[src/rtl/payload_byte_streamer.sv]
// Serializes AXI4-Stream payload words into one byte per cycle for the PCRE
// engines, framing each packet with sod, a flush cycle and an eod strobe.
module payload_byte_streamer #(
    parameter int DATA_WIDTH = 64,
    parameter int KEEP_WIDTH = DATA_WIDTH / 8
) (
    input  logic                  clk,
    input  logic                  rst,
    input  logic [DATA_WIDTH-1:0] s_tdata,
    input  logic [KEEP_WIDTH-1:0] s_tkeep,
    input  logic                  s_tlast,
    input  logic                  s_tvalid,
    output logic                  s_tready,
    input  logic                  hold,
    output logic                  sod,
    output logic                  en,
    output logic [7:0]            char_byte,
    output logic [255:0]          char_dec,
    output logic                  eod
);

    localparam int IW = (KEEP_WIDTH > 1) ? $clog2(KEEP_WIDTH) : 1;

    // State names the action taken at the next edge where hold is low.
    typedef enum logic [1:0] {
        ST_IDLE,
        ST_BYTES,
        ST_FLUSH,
        ST_EOD
    } state_t;

    state_t                state_q, state_d;
    logic [IW-1:0]         idx_q, idx_d;
    logic                  bf_q, bf_d;
    logic [DATA_WIDTH-1:0] data_q, data_d;
    logic [KEEP_WIDTH-1:0] keep_q, keep_d;
    logic                  last_q, last_d;
    logic                  tready_q, tready_d;
    logic                  sod_q, sod_d;
    logic                  en_q, en_d;
    logic                  eod_q, eod_d;
    logic [7:0]            byte_q, byte_d;
    logic [255:0]          dec_q, dec_d;
    logic                  dat_d;

    logic                  acc;
    logic                  cur_valid;
    logic [DATA_WIDTH-1:0] cur_data;
    logic [KEEP_WIDTH-1:0] cur_keep;
    logic                  cur_last;
    logic [IW-1:0]         cur_hi;
    logic [7:0]            lanes [KEEP_WIDTH];

    function automatic logic [IW-1:0] hi_lane(
        input logic [KEEP_WIDTH-1:0] k
    );
        hi_lane = '0;
        for (int i = 0; i < KEEP_WIDTH; i++) begin
            if (k[i]) hi_lane = IW'(i);
        end
    endfunction

    assign s_tready  = tready_q & ~rst;
    assign acc       = s_tvalid & s_tready;
    assign sod       = sod_q;
    assign en        = en_q;
    assign eod       = eod_q;
    assign char_byte = byte_q;
    assign char_dec  = dec_q;

    // A word accepted this cycle is usable at once; tready implies bf_q=0.
    assign cur_valid = bf_q | acc;
    assign cur_data  = bf_q ? data_q : s_tdata;
    assign cur_keep  = bf_q ? keep_q : s_tkeep;
    assign cur_last  = bf_q ? last_q : s_tlast;
    assign cur_hi    = hi_lane(cur_keep);

    always_comb begin
        for (int i = 0; i < KEEP_WIDTH; i++) begin
            lanes[i] = cur_data[i*8 +: 8];
        end
    end

    always_comb begin
        state_d = state_q;
        idx_d   = idx_q;
        bf_d    = cur_valid;
        data_d  = acc ? s_tdata : data_q;
        keep_d  = acc ? s_tkeep : keep_q;
        last_d  = acc ? s_tlast : last_q;
        sod_d   = 1'b0;
        en_d    = 1'b0;
        eod_d   = 1'b0;
        dat_d   = 1'b0;
        byte_d  = 8'h00;

        if (!hold) begin
            unique case (state_q)
                ST_IDLE: begin
                    if (cur_valid) begin
                        sod_d   = 1'b1;
                        idx_d   = '0;
                        state_d = ST_BYTES;
                    end
                end
                ST_BYTES: begin
                    if (cur_valid && cur_keep == '0) begin
                        bf_d = 1'b0;
                        if (cur_last) begin
                            en_d    = 1'b1;
                            state_d = ST_EOD;
                        end
                    end else if (cur_valid) begin
                        en_d   = 1'b1;
                        dat_d  = 1'b1;
                        byte_d = lanes[idx_q];
                        if (idx_q == cur_hi) begin
                            bf_d  = 1'b0;
                            idx_d = '0;
                            if (cur_last) state_d = ST_FLUSH;
                        end else begin
                            idx_d = idx_q + 1'b1;
                        end
                    end
                end
                ST_FLUSH: begin
                    en_d    = 1'b1;
                    state_d = ST_EOD;
                end
                ST_EOD: begin
                    eod_d   = 1'b1;
                    state_d = ST_IDLE;
                end
                default: state_d = ST_IDLE;
            endcase
        end

        dec_d = '0;
        if (dat_d) dec_d[byte_d] = 1'b1;

        // Ready opens only in a quiet cycle, giving the one-cycle bubble.
        tready_d = ~hold & ~bf_d & ~(sod_d | en_d | eod_d)
                 & (state_d == ST_IDLE || state_d == ST_BYTES);
    end

    always_ff @(posedge clk) begin
        if (rst) begin
            state_q  <= ST_IDLE;
            idx_q    <= '0;
            bf_q     <= 1'b0;
            data_q   <= '0;
            keep_q   <= '0;
            last_q   <= 1'b0;
            tready_q <= 1'b0;
            sod_q    <= 1'b0;
            en_q     <= 1'b0;
            eod_q    <= 1'b0;
            byte_q   <= 8'h00;
            dec_q    <= '0;
        end else begin
            state_q  <= state_d;
            idx_q    <= idx_d;
            bf_q     <= bf_d;
            data_q   <= data_d;
            keep_q   <= keep_d;
            last_q   <= last_d;
            tready_q <= tready_d;
            sod_q    <= sod_d;
            en_q     <= en_d;
            eod_q    <= eod_d;
            byte_q   <= byte_d;
            dec_q    <= dec_d;
        end
    end

endmodule
[config.mk]
export PLATFORM = sky130hd
export DESIGN_NAME = payload_byte_streamer
export DESIGN_NICKNAME = d
export VERILOG_FILES = /design/src/rtl/payload_byte_streamer.sv
export SDC_FILE = /design/constraint.sdc
export NUM_CORES = 1
export LEC_CHECK = 0
export CORE_MARGIN = 2
export CORE_UTILIZATION = 45
export CTS_CLUSTER_DIAMETER = 50
export DETAILED_ROUTE_END_ITERATION = 8
export PLACE_DENSITY_LB_ADDON = 0.12
export SYNTH_ARGS = -nofsm -noshare
export SYNTH_HDL_FRONTEND = slang
export SYNTH_SLANG_ARGS = --single-unit
[constraint.sdc]
create_clock -name clk -period 3.2 [get_ports clk]
set_clock_uncertainty 0.15 [all_clocks]
set_input_delay 0.64 -clock clk [delete_from_list [all_inputs] [get_ports clk]]
set_output_delay 0.64 -clock clk [all_outputs]
set_load 0.005 [all_outputs]
# Word level (Yosys, flattened, before mapping)
# Index checks and enable logic that the tools add are counted.
# totals
output_inout_bits	268
reg_bits	347
inputBits	77
word_cells	96
# classes
add_sub_neg	1
eq_ne	8
n_bitwise	14
mux	49
magnitude_cmp	3
reduce_logical	9
# ops
op	count
two-way mux 64 bit	1
two-way mux 8 bit	7
two-way mux 3 bit	9
binary-select mux 8 bit (select 3 bit)	1
two-way mux 1 bit	19
two-way mux 2 bit	8
< comparator 8 x 9 -> 1 bit (second input constant)	1
demux 1 bit (select 8 bit)	1
greater-or-equal comparator 8 x 1 -> 1 bit (second input constant)	1
zero test 8 bit	1
case mux 2 bit (4 select lines)	1
inequality test 2 bit (second input constant)	3
case mux 3 bit (2 select lines)	1
bitwise AND 1 bit	5
NOT 1 bit	5
AND reduction 5 bit	1
equality test 2 x 1 -> 1 bit (second input constant)	2
equality test 2 bit (second input constant)	2
greater-or-equal comparator 4 bit (second input constant)	1
zero test 2 bit	2
NOT 3 -> 4 bit	1
adder 3 x 1 -> 3 bit (second input constant)	1
equality test 3 bit	1
OR 1 bit	3
other kinds (5)	6

# Longest topological paths before layout
# logic_depth
ltp_word	18
mapped_depth	13
mapped_depth_nobuf	8

# Worst setup path after synthesis
# Ideal clock, no wire load.
# synth_path
path_kind	input-to-reg
start	in s_tdata[0]
end	reg dec_q[18], in the netlist char_dec[18]
required_ns	2.972
slack_ns	0.394
arrival_time_ns	2.578
cell_stages	8
setup_time_ns	0.078
n_path_buf	2
path_cell_list	mux4_2 > nand2b_1 > mux4_2 > or2_1 > clkbuf_1 > or2_1 > clkbuf_1 > nor3_1
# synth_via
elab_chain_cells	12
elab_cells_between_ends	13
classes_between	order compare: 2; mux: 10; reduce/logical: 1
# synth_lines
element	line_no	source
from (decl)	9	input logic [DATA_WIDTH-1:0] s_tdata,
two-way mux 64 bit (*)	73	assign cur_data = bf_q ? data_q : s_tdata;
binary-select mux 8 bit (select 3 bit) (*)	116	byte_d = lanes[idx_q];
two-way mux 8 bit (implied by the code) (*) (2 in series)	116	
two-way mux 8 bit (*)	113	end else if (cur_valid) begin
two-way mux 8 bit (*)	107	if (cur_valid && cur_keep == '0) begin
two-way mux 8 bit (*)	98	unique case (state_q)
two-way mux 8 bit (*)	97	if (!hold) begin
< comparator 8 x 9 -> 1 bit (implied by the code) / greater-or-equal comparator 8 x 1 -> 1 bit (equally long branches)	139	if (dat_d) dec_d[byte_d] = 1'b1;
logical AND 1 bit (implied by the code)	139	
two-way mux 1 bit (implied by the code)	139	
demux 1 bit (select 8 bit) (*)	139	
to (signal assigned)	159	dec_q <= '0;
to (signal assigned)	172	dec_q <= dec_d;
to (decl)	43	logic [255:0] dec_q, dec_d;
# Mark *: on every way between the ends. The rest lies on a longest branch, timed or not. The select of a mux whose other input is x is not followed.
# A chain may end at the register's enable or synchronous reset.

# Worst setup path in the final report
# layout_path
start	reg idx_q[1]
end	reg dec_q[87], in the netlist char_dec[87]
# layout_via
elab_chain_cells	12
elab_cells_between_ends	13
classes_between	order compare: 2; mux: 9; bitwise: 1; reduce/logical: 1
# layout_lines
element	line_no	source
from (decl)	33	logic [IW-1:0] idx_q, idx_d;
from (signal assigned)	162	idx_q <= idx_d;
NOT 3 -> 4 bit (implied by the code) (*)	116	
binary-select mux 8 bit (select 3 bit) (*)	116	
two-way mux 8 bit (implied by the code) (*) (2 in series)	116	
two-way mux 8 bit (*)	113	
two-way mux 8 bit (*)	107	
two-way mux 8 bit (*)	98	
two-way mux 8 bit (*)	97	
< comparator 8 x 9 -> 1 bit (implied by the code) / greater-or-equal comparator 8 x 1 -> 1 bit (equally long branches)	139	
logical AND 1 bit (implied by the code)	139	
two-way mux 1 bit (implied by the code)	139	
demux 1 bit (select 8 bit) (*)	139	
# Marks and branches as above.

==> run summary <==
status = finished, final reports clean
Post-synth EDFFs = 0
Worst EP required = 3510 ps
GR Layer Usage met3 = 4.167%
DP HPWL = 32.32 mm
nets = 1886
worst setup path endpoint = char_dec[87]$_SDFF_PP0_
vias in the first global route = 11487
Top Usage Layer GRT = met2
commonest cells after routing, fill and taps aside = dfxtp_1 (345), clkdlybuf4s50_1 (343), nand2_1 (161), buf_4 (149), nor3_1 (144)
Worst IR Drop VDD = 0.3981 mV
r2r startpoint = idx_q[1]$_SDFFE_PP0P_
Syn Nets = 1453
RSZ-0062 raised after global routing = false
die extent in x = 177.0 microns
DRT iter0 DRCs = 986
final wirelength = 43.87 mm
Mapped Area = 13470 sq um
PortBufs = 344
Rows = 63
Avg Cell Area, Syn = 9.826 sq um
diodes inserted = 0
initial antenna violation count = 0
GP Congestion = 0.9261
Final Non-Filler Cells = 2220
synth unique cells = 67
worst-path fanout max = 38
grt total ovfl = 0
Main synth FF type = dfxtp_1
maxcap violations = 0
Worst Reg2Reg Path Length in Cells = 9
First-pass DRT Iterations = 8
FF-to-FF End = char_dec[87]$_SDFF_PP0_
post-route cell area = 19720 sq um
post-route minimum period = 2980 ps
H-tree levels = 2
Layout area overhead = 46.39%
CTS Sinks = 347
Synth Register Bits = 347
post-route ant nets = 0
met1 usage = 35.21%
fin crit share = 93.13%
DR vias = 12021
Synth async-reset ratio = 0%
Fin Hold WS = 302.7 ps
Leak = 7.223 nW
Crit. End Element = register
CP Class = reg2reg
CP startpoint = idx_q[1]$_SDFFE_PP0P_
Root Buffer = clkbuf_16
Core Area = 29560 sq um
largest net degree at the start of global routing = 86
met2 Usage GRT = 46.89%
final setup violation count = 0
Max Clock Freq = 335.6 MHz
number of vias per cell = 5.415
reg2reg setup slack = 220 ps
total CTS buffers = 39
Worst Path Arrival = 3290 ps
pre-CTS setup slack = -284.7 ps
die area = 31340 sq um
worst setup margin = 219.9 ps
Skew-Pair Late Insertion Delay = 540 ps
Least-Margin Pin Slew = 832.2 ps
Ports = 345
Syn. warnings = 0
Critical Path Start Type = register
Seq/Total Area, Yosys = 51.56%
Max Slew Vio Count = 0
layout cells sized above 1 = 17.87%
CTS tree = yes
per-cell routed wire length = 19.76 microns
# DRC = 0
global-route wire length before repair = 66.76 mm
CTS max path bufs = 3
Vert. Die Dim = 177.0 microns
hold path cells = 2
Total GRT Usage = 27.47%
power density over cell area = 470.8 nW/um^2
leading cell type in the layout, fill and taps excluded = dfxtp_1
Final Hold Vio Count = 0
hold buffers post-CTS = 0
Initial Util = 45.57%
placed cells = 2152
worst hold path class = reg2reg
Clk pin slew, worst setup/hold paths = 60 ps
Synth Instances = 1371
cell area after placement = 18450 sq um
Slew Limit Headroom = 44.52%
==> kinds of logic after synthesis <==
family,synth area share [%]
AND/OR/NAND/NOR,25.91
flip-flops,51.56
buffers and inverters,4.634
AO/OA/AOI/OAI,5.963
multiplexers,11.46
adder cells (fa/ha/maj),0.4644
==> worst min-delay path by stage <==
| stage | end | start |
|---|---|---|
| 6_report | last_q$_SDFFE_PP0P_ | last_q$_SDFFE_PP0P_ |
| 5_1_grt | last_q$_SDFFE_PP0P_ | last_q$_SDFFE_PP0P_ |
| 4_1_cts | last_q$_SDFFE_PP0P_ | last_q$_SDFFE_PP0P_ |
| 3_5_place_dp | last_q$_SDFFE_PP0P_ | last_q$_SDFFE_PP0P_ |
| 3_3_place_gp | last_q$_SDFFE_PP0P_ | last_q$_SDFFE_PP0P_ |
| 2_1_floorplan | last_q$_SDFFE_PP0P_ | last_q$_SDFFE_PP0P_ |
==> Yosys cell counts (9+ instances only) <==
cell type / instances / share of area [%]
a211oi_1: 9 / 0.50
buf_1: 9 / 0.25
buf_2: 28 / 1.0
clkbuf_1: 75 / 2.1
dfxtp_1: 347 / 52
inv_1: 14 / 0.39
mux2_2: 12 / 1.0
mux2i_1: 35 / 2.6
mux4_2: 47 / 7.9
nand2_1: 162 / 4.5
nand2b_1: 19 / 0.88
nand3_1: 14 / 0.52
nand3b_1: 76 / 4.2
nor2_1: 112 / 3.1
nor2b_1: 23 / 1.1
nor3_1: 146 / 5.4
nor3b_1: 12 / 0.67
nor4_1: 59 / 2.7
o21ai_0: 13 / 0.48
or2_1: 13 / 0.60
or2_2: 11 / 0.51
==> layer usage <==
metal	vias to the layer above	part of all wire, %	routed length [microns]
met4	0	3.8	1651
met2	478	49	21540
met3	88	6.6	2907
met1	5736	41	17770
li1	5719	-	-
met5	-	0	0
==> final cells by class <==
class                   instances  area, sq um
inverters                      16        60.06
clock inverters                15        146.4
flip-flops and latches        347         6952
clock buffers                  52         1105
multi-input cells             884         5962
repair buffers                516         5009
well taps                     390        488.0
fillers                      2390         9838
==> critical path: stages (launching register included) <==
cell and delay (ps):
dfxtp_2 390, buf_12 250, mux4_2 590, mux2i_1 250, buf_4 170, nor3b_1 230
o21a_1 280, buf_4 180, nand2b_1 200, nor3_1 190
==> registers in the layout (all words and copies together), names as in the netlist <==
signal and cells:
bf_q 1, char_dec 256, idx_q 3, tready_q 1, keep_q 8, eod 1
en 1, data_q 64, sod 1, char_byte 8, last_q 1, state_q 2
==> through the flow <==
stage                     setup TNS (ps)  power (W)  util, %
after floorplan                        0   0.004775        -
after global placement            -14550   0.005057    62.43
after detailed placement          -17480   0.005070    62.43
after CTS                              0   0.009336    66.66
after global routing                   0   0.009596    66.72
final                                  0   0.009285    66.72
==> report_power, final <==
group	leakage, nW	internal [W]	total (W)	switching [W]
Sequential	2.80	0.00436	0.00439	0.0000308
Combinational	3.82	0.000321	0.000594	0.000273
Clock	0.606	0.00247	0.00430	0.00183
==> repair_timing <==
action,CTS,global route
setup buffers,0,1
setup endpoints to repair,0,1
gates resized for setup,0,2
No activity file was read; power rests on OpenSTA's default activity.
